File: src/rtl/seg_scan_decoder_pkg.sv
// Shared definitions for the multiplexed seven-segment scan decoder:
// FSM encoding and the active-low {g,f,e,d,c,b,a} glyph patterns.
package seg_scan_decoder_pkg;

   typedef enum logic [1:0] {
      IDLE   = 2'd0,
      SETTLE = 2'd1,
      HELD   = 2'd2
   } state_t;

   localparam logic [6:0] SEG_0     = 7'h40;
   localparam logic [6:0] SEG_1     = 7'h79;
   localparam logic [6:0] SEG_2     = 7'h24;
   localparam logic [6:0] SEG_3     = 7'h30;
   localparam logic [6:0] SEG_4     = 7'h19;
   localparam logic [6:0] SEG_5     = 7'h12;
   localparam logic [6:0] SEG_6     = 7'h02;
   localparam logic [6:0] SEG_7     = 7'h78;
   localparam logic [6:0] SEG_8     = 7'h00;
   localparam logic [6:0] SEG_9     = 7'h10;
   localparam logic [6:0] SEG_A     = 7'h08;
   localparam logic [6:0] SEG_B     = 7'h03;
   localparam logic [6:0] SEG_C     = 7'h46;
   localparam logic [6:0] SEG_D     = 7'h21;
   localparam logic [6:0] SEG_E     = 7'h06;
   localparam logic [6:0] SEG_F     = 7'h0E;
   localparam logic [6:0] SEG_BLANK = 7'h7F;

endpackage

File: src/rtl/seg_scan_decoder_seg7_to_hex.sv
// Combinational glyph decoder: active-low segment pattern to hex nibble,
// with separate flags for an all-dark digit and an unrecognised glyph.
module seg7_to_hex
   import seg_scan_decoder_pkg::*;
(
   input  logic [6:0] seg,
   output logic [3:0] nibble,
   output logic       blank,
   output logic       err
);

   always_comb begin
      nibble = 4'h0;
      blank  = 1'b0;
      err    = 1'b0;
      case (seg)
         SEG_0:     nibble = 4'h0;
         SEG_1:     nibble = 4'h1;
         SEG_2:     nibble = 4'h2;
         SEG_3:     nibble = 4'h3;
         SEG_4:     nibble = 4'h4;
         SEG_5:     nibble = 4'h5;
         SEG_6:     nibble = 4'h6;
         SEG_7:     nibble = 4'h7;
         SEG_8:     nibble = 4'h8;
         SEG_9:     nibble = 4'h9;
         SEG_A:     nibble = 4'hA;
         SEG_B:     nibble = 4'hB;
         SEG_C:     nibble = 4'hC;
         SEG_D:     nibble = 4'hD;
         SEG_E:     nibble = 4'hE;
         SEG_F:     nibble = 4'hF;
         SEG_BLANK: blank  = 1'b1;
         default:   err    = 1'b1;
      endcase
   end

endmodule

File: src/rtl/seg_scan_decoder.sv
// Snoops a multiplexed 4-digit seven-segment display and reconstructs the
// shown value once every digit has been seen stable for SETTLE_CYCLES.
module seg_scan_decoder
   import seg_scan_decoder_pkg::*;
#(
   parameter int SYNC_STAGES   = 2,
   parameter int SETTLE_CYCLES = 16
)(
   input  logic        clk,
   input  logic        reset,
   input  logic [6:0]  seg_in,
   input  logic [3:0]  digit_in,
   output logic [15:0] value,
   output logic [3:0]  blank_mask,
   output logic        value_valid,
   output logic        frame_done,
   output logic        decode_err
);

   localparam int               CNT_W   = $clog2(SETTLE_CYCLES + 1);
   localparam logic [CNT_W-1:0] CNT_MAX = CNT_W'(SETTLE_CYCLES);
   localparam logic [CNT_W-1:0] CNT_ONE = CNT_W'(1);

   logic [6:0] seg_sync [SYNC_STAGES];
   logic [3:0] dig_sync [SYNC_STAGES];
   logic [6:0] seg_p0;
   logic [3:0] dig_p0;

   // Input synchronizers; all-ones means no segment lit and no digit selected.
   always_ff @(posedge clk or posedge reset) begin
      if (reset) begin
         for (int i = 0; i < SYNC_STAGES; i++) begin
            seg_sync[i] <= '1;
            dig_sync[i] <= '1;
         end
      end else begin
         seg_sync[0] <= seg_in;
         dig_sync[0] <= digit_in;
         for (int i = 1; i < SYNC_STAGES; i++) begin
            seg_sync[i] <= seg_sync[i-1];
            dig_sync[i] <= dig_sync[i-1];
         end
      end
   end

   assign seg_p0 = seg_sync[SYNC_STAGES-1];
   assign dig_p0 = dig_sync[SYNC_STAGES-1];

   logic       sel_valid;
   logic [1:0] sel_idx;

   always_comb begin
      sel_valid = 1'b1;
      sel_idx   = 2'd0;
      case (~dig_p0)
         4'b0001: sel_idx = 2'd0;
         4'b0010: sel_idx = 2'd1;
         4'b0100: sel_idx = 2'd2;
         4'b1000: sel_idx = 2'd3;
         default: sel_valid = 1'b0;
      endcase
   end

   logic [6:0] prev_seg;
   logic [1:0] prev_idx;
   logic       changed;

   always_ff @(posedge clk or posedge reset) begin
      if (reset) begin
         prev_seg <= '1;
         prev_idx <= 2'd0;
      end else begin
         prev_seg <= seg_p0;
         prev_idx <= sel_idx;
      end
   end

   assign changed = (seg_p0 != prev_seg) || (sel_idx != prev_idx);

   logic [3:0] dec_nibble;
   logic       dec_blank;
   logic       dec_err;

   seg7_to_hex u_dec (
      .seg    (seg_p0),
      .nibble (dec_nibble),
      .blank  (dec_blank),
      .err    (dec_err)
   );

   state_t           state, state_nx;
   logic [CNT_W-1:0] cnt, cnt_nx;
   logic             settled;

   always_ff @(posedge clk or posedge reset) begin
      if (reset) begin
         state <= IDLE;
         cnt   <= '0;
      end else begin
         state <= state_nx;
         cnt   <= cnt_nx;
      end
   end

   // The capture fires on the edge that brings the counter to SETTLE_CYCLES.
   always_comb begin
      state_nx = state;
      cnt_nx   = cnt;
      settled  = 1'b0;
      case (state)
         IDLE: begin
            if (sel_valid) begin
               state_nx = SETTLE;
               cnt_nx   = CNT_ONE;
            end
         end
         SETTLE: begin
            if (!sel_valid) begin
               state_nx = IDLE;
               cnt_nx   = '0;
            end else if (changed) begin
               cnt_nx = CNT_ONE;
            end else begin
               if (cnt != CNT_MAX) cnt_nx = cnt + CNT_ONE;
               if (cnt == CNT_MAX - CNT_ONE) begin
                  settled  = 1'b1;
                  state_nx = HELD;
               end
            end
         end
         HELD: begin
            if (!sel_valid) begin
               state_nx = IDLE;
               cnt_nx   = '0;
            end else if (changed) begin
               state_nx = SETTLE;
               cnt_nx   = CNT_ONE;
            end
         end
         default: begin
            state_nx = IDLE;
            cnt_nx   = '0;
         end
      endcase
   end

   logic        capture;
   logic [3:0]  cap_mask;
   logic [3:0]  captured;
   logic [15:0] slot_value;
   logic [3:0]  slot_blank;
   logic        all_set;

   assign capture  = settled & ~dec_err;
   assign cap_mask = capture ? (4'b0001 << sel_idx) : 4'b0000;
   assign all_set  = &captured;

   // Frame assembly: a capture coinciding with the frame clear seeds the next frame.
   always_ff @(posedge clk or posedge reset) begin
      if (reset) begin
         captured    <= 4'b0;
         slot_value  <= 16'h0;
         slot_blank  <= 4'b0;
         value       <= 16'h0;
         blank_mask  <= 4'b0;
         value_valid <= 1'b0;
         frame_done  <= 1'b0;
         decode_err  <= 1'b0;
      end else begin
         frame_done <= all_set;
         decode_err <= settled & dec_err;
         captured   <= (all_set ? 4'b0 : captured) | cap_mask;
         if (all_set) begin
            value       <= slot_value;
            blank_mask  <= slot_blank;
            value_valid <= 1'b1;
         end
         if (capture) begin
            slot_value[{sel_idx, 2'b00} +: 4] <= dec_nibble;
            slot_blank[sel_idx]               <= dec_blank;
         end
      end
   end

endmodule

File: config.mk
export PLATFORM = sky130hd
export DESIGN_NAME = seg_scan_decoder
export DESIGN_NICKNAME = d
export VERILOG_FILES = /design/src/rtl/seg_scan_decoder_pkg.sv /design/src/rtl/seg_scan_decoder_seg7_to_hex.sv /design/src/rtl/seg_scan_decoder.sv
export SDC_FILE = /design/constraint.sdc
export NUM_CORES = 1
export LEC_CHECK = 0
export CELL_PAD_IN_SITES_DETAIL_PLACEMENT = 0
export CELL_PAD_IN_SITES_GLOBAL_PLACEMENT = 1
export CORE_ASPECT_RATIO = 0.9
export CORE_MARGIN = 2
export CORE_UTILIZATION = 28
export CTS_CLUSTER_SIZE = 40
export DETAILED_ROUTE_END_ITERATION = 16
export PLACE_DENSITY_LB_ADDON = 0.1
export REMOVE_ABC_BUFFERS = 1
export SYNTH_ARGS = -nofsm -noshare
export SYNTH_HDL_FRONTEND = slang
export SYNTH_HIERARCHICAL = 1
export SYNTH_SLANG_ARGS = --single-unit
File: constraint.sdc
create_clock -name clk -period 3 [get_ports clk]
set_input_delay 0.6 -clock clk [delete_from_list [all_inputs] [get_ports clk]]
set_output_delay 0.6 -clock clk [all_outputs]
set_load 0.01 [all_outputs]
==> results.env, run 1 <==
RUN_STATUS='finished, final reports clean'
DRV_CAP=0
WORSTHOLDSTART='seg_sync[10]$_DFF_PP1_'
DETAIL_ROUTE.FIRST_PASS.ITERATIONS=4
GRT_MAX_DEGREE=43
SKEW_NS=0.00346
DETAILEDROUTE.FIRSTITERATIONVIOLATIONS=94
SYN_TO_FINAL_GROWTH_PCT=22.3
DETAIL_ROUTE.WIRELENGTH_UM=7870
POST-ROUTE-DRC-COUNT=0
SYNTH_EDF_COUNT=0
SLEW_VIOLATIONS=0
HP-CLASS='reg2reg'
DIE_AREA_SQ_UM=14400
ROW_COUNT=40
VIA_PER_INST=4.44
CTS_TREE='done'
MAPPEDNETLISTAREA_SQ_UM=3780
WORST_R2R_PATH_DEPTH=8
FIRST_PASS_GRT_WIRE_LENGTH_UM=13500
SETUP.WORST_PATH.END_CLASS='register'
SETUP_VIOL=0
RSZ_0062_RAISED_AFTER_GLOBAL_ROUTING='false'
LAYOUT.CELLS.MOST_COMMON='sky130_fd_sc_hd__nand2_1'
INITIAL_ANTENNA_VIOLATION_COUNT=0
DRIVE_ABOVE_1_SHARE=0.164
SYNTH_FF_TYPE='sky130_fd_sc_hd__dfrtp_1'
BUFFER_PORTS.INSERTED=35
WORSTSETUPPATHTYPE='reg2reg'
WORST-SLEW-PIN-TRANSITION_NS=0.816
FINAL_WEIGHTED_CONGESTION_IN_ROUTABILITY_DRIVEN_PLACEMENT=0.758
FMAX_MHz=388
START_OF_THE_WORST_REGISTER_TO_REGISTER_PATH='seg_p0[5]$_DFF_PP1_'
DATA_ARRIVAL_TIME_AT_THE_WORST_SLACK_ENDPOINT_NS=2.81
TIMING.SLEW.HEADROOM=0.452
POWERDENSITY_nW_PER_UM2=534
WORST_SETUP_HOLD_PATH_CLK_SLEW_NS=0.06
POWER.IR.VDD_WORST_uV=240
YS_SEQ_ELEMENTS=85
SYNTHDISTINCTLIBCELLS=57
CTS_HOLD_REPAIR.BUFFERS=0
CTSRESIZECOUNT=0
SYN_AREA_PER_CELL_SQ_UM=10.5
DR_TOTAL_VIAS=2537
GROUTE.USAGE.OVERALL=0.121
FF2FF_SETUP_SLACK_NS=0.42
DIE_W_UM=126
PERIOD_MINUS_SLACK_NS=2.58
CTS.ROOT.BUFFER_CELL='sky130_fd_sc_hd__clkbuf_16'
NUMCLOCKSINKS=85
POSTROUTEANTENNANETS=0
WORST_SETUP_PATH_START_KIND='register'
ROUTE.DETAILED.WL_PER_INST_UM=13.8
START_UTIL=0.285
WORST-PATH-MAX-FANOUT=12
ASYNC_RESET_FF_FRAC=1.00
DPL.HPWL_UM=5440
DPL-INSTANCE-AREA_SQ_UM=4320
WORST_HOLD_PATH.NUM_CELLS=0
FINALHOLDWORSTSLACK_NS=0.354
CLK_LATENCY_NS=0.34
NETLIST_INSTANCES=359
TIMING.CRITICAL_PATH.FROM='seg_p0[5]$_DFF_PP1_'
LEAKAGE_nW=2.14
FINALHOLDVIOLATIONS=0
CORE_REGION_AREA_SQ_UM=13300
IO-PIN-COUNT=36
GLOBALROUTE.TOTALOVERFLOW=0
MOSTFREQUENTLAYOUTCELLS='sky130_fd_sc_hd__nand2_1 (90), sky130_fd_sc_hd__dfrtp_1 (56), sky130_fd_sc_hd__clkdlybuf4s50_1 (35)'
NUMBER_OF_BUFFERS_INSERTED_DURING_CLOCK_TREE_SYNTHESIS=9
HOLDPATHEND='seg_p0[3]$_DFF_PP1_'
FINAL_CELL_AREA_SQ_UM=4620
FINAL_MIN_PERIOD_OVER_CLOCK_PERIOD=0.860
CRIT_REQUIRED_NS=3.23
CRIT-REG2REG-CAPTURE='slot_blank[0]$_DFFE_PP0P_'
VIA_COUNT_OF_THE_FIRST_GLOBAL_ROUTING_PASS=2585
YS.WARNINGS.COUNT=6
CTS_HTREE_LEVELS=3
TNS_NS=0
YS_SEQ_AREA_FRAC=0.573
POST-CTS-SETUP-BUFFERS=0
N_ANTENNA_CELL=0
CTS_MAX_PATH_BUFFERS=2
DIE-HEIGHT_UM=114
NNETSFINAL=418
worst max-delay path: stages, from the launching register on:
cell and delay (ns):
sky130_fd_sc_hd__dfstp_2 0.66, sky130_fd_sc_hd__nor2b_1 0.32, sky130_fd_sc_hd__a32oi_1 0.17, sky130_fd_sc_hd__o311ai_2 0.11, sky130_fd_sc_hd__a211oi_1 0.14, sky130_fd_sc_hd__nand3b_1 0.22
sky130_fd_sc_hd__nor4_4 0.32, sky130_fd_sc_hd__nand2_2 0.21, sky130_fd_sc_hd__mux2_2 0.31
synthesized netlist by cell type (6+ instances only):
| library cell | instances | area share |
|---|---|---|
| sky130_fd_sc_hd__nand2_1 | 90 | 0.089 |
| sky130_fd_sc_hd__dfrtp_1 | 56 | 0.37 |
| sky130_fd_sc_hd__dfstp_2 | 29 | 0.20 |
| sky130_fd_sc_hd__inv_1 | 27 | 0.027 |
| sky130_fd_sc_hd__mux2i_1 | 18 | 0.048 |
| sky130_fd_sc_hd__nor2_1 | 14 | 0.014 |
| sky130_fd_sc_hd__xor2_1 | 10 | 0.023 |
| sky130_fd_sc_hd__a21oi_1 | 7 | 0.0093 |
| sky130_fd_sc_hd__ha_1 | 7 | 0.023 |
| sky130_fd_sc_hd__nand3_1 | 7 | 0.0093 |
| sky130_fd_sc_hd__o21ai_0 | 7 | 0.0093 |
| sky130_fd_sc_hd__clkbuf_1 | 6 | 0.0060 |
stage by stage:
step / cells / util / setup WS (ns) / power (mW)
2_1_floorplan: 347 / - / 0.254 / 1.32
3_5_place_dp: 555 / 0.326 / 0.415 / 1.38
3_3_place_gp: 555 / 0.326 / 0.466 / 1.38
4_1_cts: 571 / 0.348 / 0.398 / 2.52
6_report: 571 / 0.348 / 0.420 / 2.47
5_1_grt: 571 / 0.348 / 0.245 / 2.58
state kept, by name, summed over array words and instances, names as in the netlist, 2 cells and up:
register	count
blank_mask	4
captured	4
cnt	5
dig_p0	4
dig_sync	4
prev_idx	2
prev_seg	7
seg_p0	7
seg_sync	7
slot_blank	4
slot_value	16
state	2
value	16
area by class of cell:
class	count	area [sq um]
fill	1338	8640
sequential	85	2160
inverter	28	106
timing repair buffer	40	400
clock inverter	2	13.8
tap	168	210
multi-input combinational	234	1440
clock buffer	14	285
worst max path at each step:
stage                                endpoint  slack (ns)  depth (start not counted)
floorplan           blank_mask[0]$_DFFE_PP0P_        0.25                          1
global placement    slot_blank[1]$_DFFE_PP0P_        0.47                          8
detailed placement  slot_blank[1]$_DFFE_PP0P_        0.41                          8
CTS                 slot_blank[1]$_DFFE_PP0P_        0.40                          8
global route        slot_blank[1]$_DFFE_PP0P_        0.24                          8
finish              slot_blank[0]$_DFFE_PP0P_        0.42                          8
where the power goes:
part           internal [mW]  switching, mW  total (mW)
clock                  0.657          0.448        1.11
sequential              1.19         0.0336        1.22
combinational         0.0563         0.0817       0.138
total                   1.90          0.564        2.47
per-layer routing:
layer	wire length, um	GRT usage	share of wire
met1	4020	0.163	0.51
met5	0	0	0
met4	143	0.0462	0.018
met2	3420	0.181	0.44
met3	277	0.0388	0.035
kinds of logic after synthesis:
kind of cell | after synthesis | synth area share
and+or+nand+nor | 158 | 0.206
DFF | 85 | 0.573
buffers and inverters | 40 | 0.0457
AOI/OAI and AO/OA | 34 | 0.0620
muxes | 22 | 0.0596
xor gates and xnor gates | 13 | 0.0302
adders and majority gates | 7 | 0.0232
Note: power is estimated with default switching activity, not from simulation.
==> run 2: changes to the inputs <==
- SETUP_SLACK_MARGIN: not set -> 0.1
==> results of run 2 <==
The final DEF is identical to that of run 1; final timing and power are the same.
